$ cat src/rtl/xor_scrambler.sv
// xor_scrambler: one-stage valid/ready XOR datapath driven by a Fibonacci LFSR
// keystream. Supports additive, self-synchronous scramble/descramble and bypass.
// The LFSR is advanced DATA_W steps per accepted beat, fully unrolled.
module xor_scrambler #(
    parameter int                DATA_W = 8,
    parameter int                LFSR_W = 7,
    parameter logic [LFSR_W-1:0] TAPS   = 7'h60,
    parameter logic [LFSR_W-1:0] SEED   = 7'h7F
) (
    input  logic              clk,
    input  logic              rst_n,
    input  logic [1:0]        mode,
    input  logic              in_valid,
    output logic              in_ready,
    input  logic [DATA_W-1:0] in_data,
    input  logic              in_sof,
    output logic              out_valid,
    input  logic              out_ready,
    output logic [DATA_W-1:0] out_data,
    output logic              out_sof
);

    typedef enum logic [1:0] {
        MODE_ADD      = 2'd0,
        MODE_SS_SCR   = 2'd1,
        MODE_SS_DESCR = 2'd2,
        MODE_BYPASS   = 2'd3
    } mode_t;

    mode_t             mode_q;
    mode_t             beat_mode;
    logic [LFSR_W-1:0] lfsr_q;
    logic [LFSR_W-1:0] step_s;
    logic [LFSR_W-1:0] next_lfsr;
    logic [DATA_W-1:0] proc_data;
    logic              fb;
    logic              accept;

    // Single output register: a new beat may enter whenever the slot is empty
    // or is being drained on this same edge.
    assign in_ready = !out_valid || out_ready;
    assign accept   = in_valid && in_ready;

    // Unrolled keystream: a sof beat starts from SEED with the freshly sampled
    // mode, otherwise the stored state and latched mode carry on.
    always_comb begin
        step_s    = in_sof ? SEED : lfsr_q;
        beat_mode = in_sof ? mode_t'(mode) : mode_q;
        proc_data = '0;
        fb        = 1'b0;
        for (int j = 0; j < DATA_W; j++) begin
            fb = ^(step_s & TAPS);
            case (beat_mode)
                MODE_ADD: begin
                    proc_data[j] = in_data[j] ^ fb;
                    step_s       = {step_s[LFSR_W-2:0], fb};
                end
                MODE_SS_SCR: begin
                    proc_data[j] = in_data[j] ^ fb;
                    step_s       = {step_s[LFSR_W-2:0], proc_data[j]};
                end
                MODE_SS_DESCR: begin
                    proc_data[j] = in_data[j] ^ fb;
                    step_s       = {step_s[LFSR_W-2:0], in_data[j]};
                end
                default: begin
                    proc_data[j] = in_data[j];
                end
            endcase
        end
        next_lfsr = step_s;
    end

    // Output register, LFSR state and latched mode only move on an accepted
    // beat; a stalled output leaves everything frozen.
    always_ff @(posedge clk or negedge rst_n) begin
        if (!rst_n) begin
            out_valid <= 1'b0;
            out_data  <= '0;
            out_sof   <= 1'b0;
            lfsr_q    <= SEED;
            mode_q    <= MODE_ADD;
        end else if (accept) begin
            out_valid <= 1'b1;
            out_data  <= proc_data;
            out_sof   <= in_sof;
            lfsr_q    <= next_lfsr;
            if (in_sof) begin
                mode_q <= beat_mode;
            end
        end else if (out_ready) begin
            out_valid <= 1'b0;
        end
    end

endmodule

$ cat config.mk
export PLATFORM = sky130hd
export DESIGN_NAME = xor_scrambler
export DESIGN_NICKNAME = d
export VERILOG_FILES = /design/src/rtl/xor_scrambler.sv
export SDC_FILE = /design/constraint.sdc
export NUM_CORES = 1
export LEC_CHECK = 0
export ABC_AREA = 1
export CELL_PAD_IN_SITES_DETAIL_PLACEMENT = 0
export CELL_PAD_IN_SITES_GLOBAL_PLACEMENT = 1
export CORE_UTILIZATION = 40
export CTS_BUF_LIST = sky130_fd_sc_hd__clkbuf_8
export DETAILED_ROUTE_END_ITERATION = 7
export PLACE_DENSITY = 0.91
export SETUP_SLACK_MARGIN = 0.5
export SLEW_MARGIN = 20
export SYNTH_ARGS = -nofsm -noshare
export SYNTH_HDL_FRONTEND = slang
export SYNTH_SLANG_ARGS = --single-unit
$ cat constraint.sdc
create_clock -name clk -period 2.9 [get_ports clk]
set_clock_uncertainty 0.1 [all_clocks]
set_input_delay 0.435 -clock clk [delete_from_list [all_inputs] [get_ports clk]]
set_output_delay 0.435 -clock clk [all_outputs]
set_load 0.005 [all_outputs]
==> flow_summary.ini <==
[sta]
hold_violations = 0
post-route-min-period_ps = 2210
relSlewSlack_pct = 43.1
finalSetupViolCount = 0
grt_setup_unrepaired = no
finalMaxSlewViolations = 0
worst_slew_pin_slew_ps = 851
finalCritPeriodShare_pct = 76.1
fin_ws_ps = 694
fin_setup_tns_ps = 0
fmax_mhz = 453

[routing]
ant_nets = 0
vias_per_cell = 4.63
wl_per_cell_um = 11.5
route.vias.total = 1269
route.detailed.drc = 0
wl_met1_um = 1530
firstDrtPassIters = 4
highest_layer = met4
wl_met3_um = 144
drt_iter0_markers = 50
wl_met2_um = 1430
routed_wl_um = 3150

[worst_setup_path]
arrival_ps = 2320
r2r_start = mode_q[1]
r2r_end = lfsr_q[1]
required_ps = 3010
crit_type = primary input to register
worst_path_largest_cell_delay_ps = 450
critPathCaptureType = register
slowest_stage = clkdlybuf4s50_1
r2r_cells = 11
crit_chain = clkdlybuf4s50_1 -> nand2_1 -> nand2_4 -> nor2_4 -> inv_2 -> o21ai_4 -> xor2_2 -> nand2_1 -> xor2_2 -> o21bai_1 -> nand3b_1 -> nand2_1
worst_path_most_repeated_cell = nand2_1
crit_path_max_fanout = 9
critPathLaunchType = primary input
r2r_setup_slack_ps = 930

[layout]
syn_to_final_growth_pct = 31.5
fin_nets = 244
stdcell_count = 274
n_antenna_cell = 0
layout-drive-gt1-share_pct = 19.7

[clock_tree]
cts_made_buffers = 3
clock_sinks = 19
clk_pin_slew_worst_paths_ps = 80
clk_latency_ps = 260
cts_tree = built
ctsHoldBuffers = 0
htreeDepth = 1
cts_root_buf = clkbuf_8
clockBufferDepth = 2

[die]
rows = 21
core_area_mm2 = 0.00336
die_h_um = 61.4
die_width_um = 61.4
dieArea_mm2 = 0.00377
io_pins = 26
start_util_pct = 41.9

[yosys]
synth_fp_nets = 210
synth_cells = 195
synth.distinct_cells = 29
synth-edff-count = 0
synthTopCellsByArea = dfrtp_1 (21%), nand2_1 (19%), dfstp_2 (13%), xor2_1 (6.2%), inv_1 (4.3%)
ys.flop_type = dfrtp_1
syn-cell-area_mm2 = 0.00141
yosysTopAreaCell = dfrtp_1
syn_area_per_cell_um2 = 7.23
synth-async-reset-ratio_pct = 100
ys_top_cells_by_count = nand2_1 (70), inv_1 (16), dfrtp_1 (12)
ys_warn_count = 0
ys_ff_latch = 19
synth_top_area_share_pct = 21.3
synth.yosys.seq_area_share_pct = 34.3
yosysMostFrequentCell = nand2_1

[min_path]
worstHoldStart = lfsr_q[0]
min_to = lfsr_q[0]
hold_class = register to register
worstHoldPathCells = 2

[run]
cap_violations = 0

[place]
dpl.hpwl_um = 2230
place_congestion = 0.827
dp.cells = 263
port_buffers = 25
pre_cts_ws_ps = 260

[grt]
grt.total_usage_pct = 18.8
grt_pass1_wl_um = 5110
grt_overflow_total = 0
grt_max_degree = 23
grt_antenna_before_repair = 0
grt_pass1_vias = 1127

[power]
power_density_mw_per_mm2 = 681
ir_drop_uv = 364
p_leak_nw = 0.915

[outcome]
status = finished, final reports clean
==> metal layers <==
layer	track usage [%]	vias to the layer above
met5	0	-
met4	4.76	0
met3	3.78	4
met2	30.1	26
met1	25.9	560
li1	-	679
==> kinds of logic after synthesis <==
family          after synthesis  share of synthesized area (%)
flops                        19                           34.3
simple gates                112                           38.1
buf+inv                      26                           7.54
compound gates               23                           9.67
xor+xnor                     15                           10.4
==> timing repair <==
item	4_1_cts	5_1_grt
endpoints found under the hold margin	0	0
setup endpoints to repair	0	5
setup buffers	0	7
resized for setup	0	5
==> worst max-delay path, delay by kind of cell <==
| kind | cells | cell delay [ps] |
|---|---|---|
| buffers and inverters | 2 | 580 |
| and+or+nand+nor | 6 | 620 |
| AOI/OAI and AO/OA | 2 | 240 |
| xor gates and xnor gates | 2 | 420 |
==> where the power goes <==
part	switching, mW	internal (mW)
clock	0.0928	0.0957
sequential	0.0550	0.382
combinational	0.338	0.299
==> how the worst max path moves through the flow <==
stage               startpoint          end  slack, ps  cells after the start
floorplan               in_sof  out_data[6]       1060                     11
global placement        in_sof  out_data[6]        280                     14
detailed placement      in_sof    lfsr_q[1]        260                     14
CTS                     in_sof    lfsr_q[1]        520                     14
global route           mode[1]  out_data[6]        540                     13
finish                 mode[1]    lfsr_q[1]        690                     12
==> through the flow <==
step	power, mW	cell area (um^2)	hold slack [ps]	util, %
after detailed placement	1.04	1710	362	50.8
after global routing	1.38	1850	406	55.1
final	1.26	1850	373	55.1
after CTS	1.24	1760	376	52.2
after floorplan	0.843	1410	39.4	-
after global placement	1.04	1710	358	50.8
==> cells in the final DEF (no fill, tap or decap), types with 2 or more instances in the layout <==
| master | netlist | final |
|---|---|---|
| nand2_1 | 70 | 70 |
| clkdlybuf4s50_1 | 0 | 24 |
| inv_1 | 16 | 16 |
| dfrtp_1 | 12 | 12 |
| o21ai_0 | 11 | 11 |
| nand3_1 | 11 | 11 |
| nor2_1 | 9 | 9 |
| xor2_1 | 10 | 9 |
| buf_4 | 0 | 9 |
| dfstp_2 | 7 | 7 |
| a21oi_1 | 5 | 5 |
| inv_2 | 4 | 4 |
| nand2_2 | 4 | 4 |
| nor2_4 | 3 | 3 |
| xnor2_1 | 3 | 3 |
| xor2_2 | 2 | 3 |
| nand4_1 | 3 | 3 |
| nand3_2 | 5 | 3 |
| clkbuf_8 | 0 | 3 |
| nand2_4 | 3 | 2 |
| nor3_1 | 2 | 2 |
| nand3_4 | 0 | 2 |
| o31ai_1 | 2 | 2 |
==> flip-flops by register name, indices dropped and copies added, names as in the netlist <==
name       count
out_sof        1
lfsr_q         7
out_valid      1
out_data       8
mode_q         2
==> layout make-up <==
type / instances / area (um^2)
Fill cell: 350 / 1510
Multi-Input combinational cell: 150 / 851
Sequential cell: 19 / 484
Timing Repair Buffer: 35 / 340
Inverter: 20 / 75.1
Tap cell: 46 / 57.6
Clock buffer: 3 / 41.3
Clock inverter: 1 / 5.00
No activity file was read; power rests on OpenSTA's default activity.
